==> src/rtl/e203_cg_sched.sv <==
// Clock-gating scheduler: per-domain clock enables plus the WFI sleep/wake sequencer.
// Define E203_CG_HYST_EN to add the idle-hysteresis hold counters on each enable.
module e203_cg_sched #(
  parameter int IDLE_HOLD = 4,
  parameter int CNT_W     = 4,
  parameter int WAKE_DLY  = 2
) (
  input  logic clk,
  input  logic rst,
  input  logic core_cgstop,
  input  logic core_ifu_active,
  input  logic core_exu_active,
  input  logic core_lsu_active,
  input  logic core_biu_active,
  input  logic wfi_req,
  input  logic wakeup,
  output logic ifu_clk_en,
  output logic exu_clk_en,
  output logic lsu_clk_en,
  output logic biu_clk_en,
  output logic core_wfi,
  output logic wfi_ack
);

  typedef enum logic [1:0] {
    ST_RUN   = 2'd0,
    ST_DRAIN = 2'd1,
    ST_SLEEP = 2'd2,
    ST_WAKE  = 2'd3
  } state_t;

  localparam logic [CNT_W-1:0] WAKE_LOAD = CNT_W'(WAKE_DLY);

  // Out-of-range counts would silently truncate into the counters.
  if (IDLE_HOLD < 1 || IDLE_HOLD >= (1 << CNT_W) ||
      WAKE_DLY  < 1 || WAKE_DLY  >= (1 << CNT_W)) begin : g_param_check
    $error("e203_cg_sched: IDLE_HOLD/WAKE_DLY out of range for CNT_W");
  end

  state_t           state_r;
  state_t           state_nxt_s;
  logic [CNT_W-1:0] wake_cnt_r;
  logic [CNT_W-1:0] wake_cnt_nxt_s;
  logic             core_wfi_r;
  logic             wfi_ack_r;
  logic [3:0]       act_s;
  logic [3:0]       en_raw_s;
  logic [3:0]       en_s;

  // Domain activity, index 0..3 = IFU, EXU, LSU, BIU; IFU activity is ignored while asleep.
  always_comb begin
    act_s = {core_biu_active, core_lsu_active, core_exu_active,
             core_ifu_active & (state_r != ST_SLEEP)};
  end

  // Sleep sequencer next-state and wake-delay counter.
  always_comb begin
    state_nxt_s    = state_r;
    wake_cnt_nxt_s = wake_cnt_r;
    case (state_r)
      ST_RUN: begin
        if (wfi_req && !wakeup) begin
          state_nxt_s = ST_DRAIN;
        end else begin
          state_nxt_s = ST_RUN;
        end
      end
      ST_DRAIN: begin
        // Abort takes priority over a completed drain.
        if (wakeup || !wfi_req) begin
          state_nxt_s = ST_RUN;
        end else if (!(core_exu_active || core_lsu_active || core_biu_active)) begin
          state_nxt_s = ST_SLEEP;
        end else begin
          state_nxt_s = ST_DRAIN;
        end
      end
      ST_SLEEP: begin
        if (wakeup) begin
          state_nxt_s    = ST_WAKE;
          wake_cnt_nxt_s = WAKE_LOAD;
        end else begin
          state_nxt_s    = ST_SLEEP;
        end
      end
      ST_WAKE: begin
        if (wake_cnt_r <= CNT_W'(1)) begin
          state_nxt_s    = ST_RUN;
          wake_cnt_nxt_s = {CNT_W{1'b0}};
        end else begin
          state_nxt_s    = ST_WAKE;
          wake_cnt_nxt_s = wake_cnt_r - CNT_W'(1);
        end
      end
      default: begin
        state_nxt_s    = ST_RUN;
        wake_cnt_nxt_s = {CNT_W{1'b0}};
      end
    endcase
  end

  // Sequencer state, wake counter and the registered sleep status outputs.
  always_ff @(posedge clk) begin
    if (rst) begin
      state_r    <= ST_RUN;
      wake_cnt_r <= {CNT_W{1'b0}};
      core_wfi_r <= 1'b0;
      wfi_ack_r  <= 1'b0;
    end else begin
      state_r    <= state_nxt_s;
      wake_cnt_r <= wake_cnt_nxt_s;
      core_wfi_r <= (state_nxt_s == ST_SLEEP);
      wfi_ack_r  <= (state_nxt_s == ST_SLEEP);
    end
  end

`ifdef E203_CG_HYST_EN
  localparam logic [CNT_W-1:0] IDLE_LOAD = CNT_W'(IDLE_HOLD);

  logic [3:0][CNT_W-1:0] hold_r;
  logic [3:0][CNT_W-1:0] hold_nxt_s;

  // Hold counters reload while active and bleed down to zero when idle; IFU hold is flushed on sleep.
  always_comb begin
    hold_nxt_s = hold_r;
    for (int i = 0; i < 4; i++) begin
      if (i == 0 && state_nxt_s == ST_SLEEP) begin
        hold_nxt_s[i] = {CNT_W{1'b0}};
      end else if (act_s[i]) begin
        hold_nxt_s[i] = IDLE_LOAD;
      end else if (hold_r[i] != {CNT_W{1'b0}}) begin
        hold_nxt_s[i] = hold_r[i] - CNT_W'(1);
      end else begin
        hold_nxt_s[i] = {CNT_W{1'b0}};
      end
    end
  end

  // Hold counter registers; reset keeps every clock running for a full hold period.
  always_ff @(posedge clk) begin
    if (rst) begin
      hold_r <= {4{IDLE_LOAD}};
    end else begin
      hold_r <= hold_nxt_s;
    end
  end

  // Raw enables: activity or an unexpired hold keeps the clock on.
  always_comb begin
    en_raw_s = {4{1'b0}};
    for (int i = 0; i < 4; i++) begin
      en_raw_s[i] = core_cgstop | act_s[i] | (hold_r[i] != {CNT_W{1'b0}});
    end
  end
`else
  // Raw enables follow activity directly.
  always_comb begin
    en_raw_s = {4{core_cgstop}} | act_s;
  end
`endif

  // IFU enable is overridden by the sleep sequencer; the other domains keep running.
  always_comb begin
    en_s = en_raw_s;
    case (state_r)
      ST_SLEEP: en_s[0] = core_cgstop;
      ST_WAKE:  en_s[0] = 1'b1;
      default:  en_s[0] = en_raw_s[0];
    endcase
  end

  assign ifu_clk_en = en_s[0];
  assign exu_clk_en = en_s[1];
  assign lsu_clk_en = en_s[2];
  assign biu_clk_en = en_s[3];
  assign core_wfi   = core_wfi_r;
  assign wfi_ack    = wfi_ack_r;

endmodule
==> config.mk <==
export PLATFORM = sky130hd
export DESIGN_NAME = e203_cg_sched
export DESIGN_NICKNAME = d
export VERILOG_FILES = /design/src/rtl/e203_cg_sched.sv
export SDC_FILE = /design/constraint.sdc
export NUM_CORES = 1
export LEC_CHECK = 0
export CORE_AREA = 2 2 39 41
export CTS_CLUSTER_DIAMETER = 30
export DETAILED_ROUTE_END_ITERATION = 10
export DIE_AREA = 0 0 41 43
export SYNTH_ARGS = -nofsm -noshare
export SYNTH_HDL_FRONTEND = slang
export SYNTH_SLANG_ARGS = --single-unit
==> constraint.sdc <==
create_clock -name clk -period 1.8 [get_ports clk]
set_input_delay 0.45 -clock clk [delete_from_list [all_inputs] [get_ports clk]]
set_output_delay 0.45 -clock clk [all_outputs]
set_load 0.1 [all_outputs]
After elaboration in Yosys (flattened, before gate mapping)

Cells that the tools add are included.
Widths: inputs -> output; s select.

$add $sub $neg: 1
$lt $le $gt $ge: 1
Equal/unequal tests: 6
Multiplexer cells: 10
Bitwise operators: 2
Reduce and logical (&&, ||, !) cells: 9

Operator list:

| kind                | number |
|---|---|
| $mux 4              | 2 |
| $pmux 2 s4          | 1 |
| $pmux 4 s2          | 1 |
| $eq 2x2->1 const B  | 3 |
| $mux 2              | 3 |
| $le 4x1->1 const B  | 1 |
| $ne 2x2->1 const B  | 2 |
| $or 4x4->4          | 1 |
| $sub 4x1->4 const B | 1 |
| $logic_or 1x1->1    | 3 |
| $eq 2x1->1 const B  | 1 |
| $logic_not 1->1     | 2 |
| $logic_not 2->1     | 1 |
| $mux 1              | 2 |
| $pmux 1 s2          | 1 |
| $reduce_and 2->1    | 1 |
| $reduce_bool 2->1   | 1 |
| $and 1x1->1         | 1 |
| $logic_and 1x1->1   | 1 |

Bits in registers: 7
Input bits: 9
Word-level logic and storage cells: 32

Longest topological paths before layout

Gate-level depths: netlist of the first run.

Depth in word-level cells: 6
Mapped depth: 5
Gate-level depth less buffers: 5

Worst setup path before layout of the first run

OpenSTA, ideal clock, no wires.

Path type: flip-flop to output port
Start point: reg wfi_ack_r, in the netlist wfi_ack
End point: out wfi_ack
Arrival time: 1.356 ns
Data required time: 1.350 ns
Path slack: -0.006 ns
Stages on the path, launching flop included: 2
Buffers on the path: 1
Cell sequence: dfxtp_1 buf_4

RTL lines:

| what                   | line | text |
|---|---|---|
| start, declared        | 45   | `logic wfi_ack_r;` |
| start signal, assigned | 113  | `wfi_ack_r <= (state_nxt_s == ST_SLEEP);` |
| end, declared          | 22   | `output logic wfi_ack` |

No word-level cell between the ends.

Worst setup path after layout of the first run

Start point: in core_exu_active
End point: out exu_clk_en

Word-level cells in the longest chain between the ends: 1

Ends and longest elaborated chain:

| what            | line | text |
|---|---|---|
| start, declared | 12   | `input logic core_exu_active,` |
| $or 4x4->4      | 158  | `en_raw_s = {4{core_cgstop}} \| act_s;` |
| end, declared   | 18   | `output logic exu_clk_en,` |

No other way between the ends.

==> results of run 1 <==
## synthesized netlist by cell type, types with 2 or more instances
cell / instances / share of area (%)
a21oi_1: 3 / 3.4
a31oi_1: 3 / 4.3
dfxtp_1: 7 / 32
ha_1: 2 / 5.7
inv_1: 5 / 4.3
nand2_1: 4 / 3.4
o21ai_0: 2 / 2.3
o21bai_1: 2 / 3.4
o311ai_0: 2 / 4.0
o311ai_1: 2 / 4.0
or2_2: 3 / 4.3
## stage by stage
| stage | utilization, % | TNS, ps |
|---|---|---|
| after floorplan | - | 0 |
| after global placement | 49.73 | -161.3 |
| after detailed placement | 49.73 | -197.5 |
| after CTS | 51.63 | 0 |
| after global routing | 51.99 | 0 |
| final | 51.99 | 0 |
## final timing paths
path	depth (start not counted)	slack, ps	start	end
max	3	60	core_exu_active	exu_clk_en
min	2	520	wake_cnt_r[0]	wake_cnt_r[0]
max reg2reg	5	410	wake_cnt_r[0]	wfi_ack
min reg2reg	2	520	wake_cnt_r[0]	wake_cnt_r[0]
## critical path: cells and delay by family
| family | cells | cell delay, ps |
|---|---|---|
| buffers and inverters | 2 | 580 |
| and+or+nand+nor | 1 | 250 |
## cells by family (layout without fill, tap and decap cells)
logic type                 Yosys count  count (layout)  synth area share (%)
AOI/OAI and AO/OA                   17              17                 28.41
adders and majority gates            2               2                 5.681
buffers and inverters                7              29                 8.524
DFF                                  7               7                 31.82
and+or+nand+nor                     17              17                 25.57
## state kept, by name, indices dropped and copies added (netlist names)
register    count
state_r         2
wake_cnt_r      4
wfi_ack         1
## layer usage
layer	GRT usage, %	wire length, um	vias to the layer above
met1	15.48	418	207
met2	20.31	501	14
met3	2.094	51	2
met5	0	0	-
li1	-	-	232
met4	12.00	7	0
## layout by cell type (no fill, tap or decap)
master / count
o21bai_1: 2
a31oi_1: 3
or2_4: 3
a21oi_1: 3
nand2_1: 4
nand2b_1: 1
clkbuf_1: 1
nor3b_1: 1
nor2_1: 1
nor4_1: 1
o31ai_2: 1
buf_12: 6
nand4b_1: 1
dlygate4sd2_1: 2
dfxtp_2: 1
nor4b_2: 1
and3b_2: 1
inv_1: 5
clkbuf_4: 3
nand3_1: 1
buf_4: 6
dfxtp_1: 6
ha_1: 2
a211o_2: 1
o21ai_0: 2
and2_1: 1
o311ai_1: 2
clkdlybuf4s50_1: 6
and4b_1: 1
a21o_2: 1
o311ai_0: 2
## power groups by stage
stage	sequential, W	combinational, W	clock, W
6_report	0.000166	0.000149	0.000148
3_5_place_dp	0.000170	0.000148	0
3_3_place_gp	0.000170	0.000148	0
5_1_grt	0.000167	0.000157	0.000160
2_1_floorplan	0.000177	0.0000724	0
4_1_cts	0.000166	0.000148	0.000153
## timing repair
item                       CTS  global route
setup endpoints to repair    4             2
gates resized for setup      3             2
pin swaps                    1             0
## cell type report
cell class / count / share of cell area, %
tap: 16 / 2.783
clock buffer: 4 / 3.652
inverter: 5 / 2.609
multi-input combinational: 36 / 37.57
timing repair buffer: 20 / 33.74
sequential: 7 / 19.65
==> impl_results.md, run 1 <==
* WHS at 517.4 ps
* Area of the die at 0.001763 mm^2
* Drt total wl at 978 um
* Setup ws final at 60.73 ps
* Largest net degree at the start of global routing at 9
* Slowest cell on crit path: clkdlybuf4s50_1
* Layout area overhead at 63.35%
* Area after DPL at 688.2 um^2
* WP data required at 1350 ps
* EDFF count, synth at 0
* Lkg Pwr at about 0.28 nW
* Area occupied by multi-input gates at 270.3 um^2
* DR vias/cell at 5.170
* Cell count after synthesis at 50
* Syn Area/Cell at 8.808 um^2
* Nets@finish at 84
* Clk buf depth at 2
* CTS Hold Bufs at 0
* Critical path launch point type: input port
* Worst Tran Pin Value at 340.7 ps
* Worst slack at placement at -63.85 ps
* Slew Limit Fails at 0
* Status: completed
* Switching Share at 32.77%
* Minimum period implied by the final worst setup slack at 1739 ps
* Sequential power share at 35.9%
* Clock tree root driver cell: clkbuf_4
* FMAX at roughly 570 MHz
* Comb power frac at 32.2%
* YS warnings at 0
* Gr usage total at 13.57%
* VDD IR max at 224.0 uV
* Clock Latency Late Sink at 250 ps
* Slew headroom at around 77%
* Clk pwr share at 31.9%
* Layout Skew at 6.338 ps
* Initial antenna violation count at 0
* Core area at 0.001384 mm^2
* Hold crit path type: reg -> reg
* DR WL/cell at about 11 um
* Ports at 15
* Power Total at around 0.00046 W
* Hold Violations, Final at 0
* Setup violators final at 0
* Library cells used by synthesis at 26
* Total global routing overflow at 0
* # Max-Cap Violations at 0
* Register Area at 141.4 um^2
* Worst path arrival time at around 1300 ps
* Routed Antenna Nets at 0
* Layout cells sized above 1 at 33.33%
* Synth Flop Type: dfxtp_1
* Vias in the first global route at about 390
* Register area share after synthesis at 31.82%
* Fillers at 140
* Post-DP HPWL at 795.9 um
* CTS H-tree depth at 1
* Seq cells post-synth at 7
* DRC Markers at 0
* CTS tree: yes
* Worst-path cell chain: clkdlybuf4s50_1 > or2_4 > buf_12
* CP Capture Type: output pin
* Cell-internal power at 0.0003108 W
* RSZ-0062 raised after global routing: no
* Detailed Route Iter0 Violations at 2
* Gp weighted congestion at 0.6685
* DRT Pass-1 Iters at 2
* Sw power at 0.0001515 W
* Cell area after synthesis at 440.4 um^2
* Power Density at between 600 and 700 mW/mm^2
* Crit Path Class: in -> out
* Crit-path max cell delay at roughly 420 ps
* Fin area at 719.4 um^2
* IO buf count at 14
* Clock sink count at 7
* CTS clk-pin slew, worst paths at around 50 ps
* Non-Filler Instances at between 80 and 90
* Antenna Cells at 0
* Placed instance count at 84
* Synth async-reset ratio at 0%
* Syn_nets at 61
* Initial Util at 31.83%
* First-pass GRT wire length at 1.566 mm
* Die W at 41 um
* Row count at 14
* CTS buffer count at 3
* Buffer count from post-CTS setup fixing at 0
* Routed vias at ~460
* Crit share post-route at 96.63%
* Worst-path maximum fanout at 2
* Die Y at 43 um
(Power assumes the default switching activity.)
==> run 2, diff against run 1 <==
- SLEW_MARGIN: default -> 5
==> results of run 2 <==
No change in the layout: final DEF, timing and power equal those of run 1.
==> run 3, diff against run 2 <==
- GPL_TIMING_DRIVEN: default -> 1
==> results of run 3 <==
No change in the layout: final DEF, timing and power equal those of run 1.
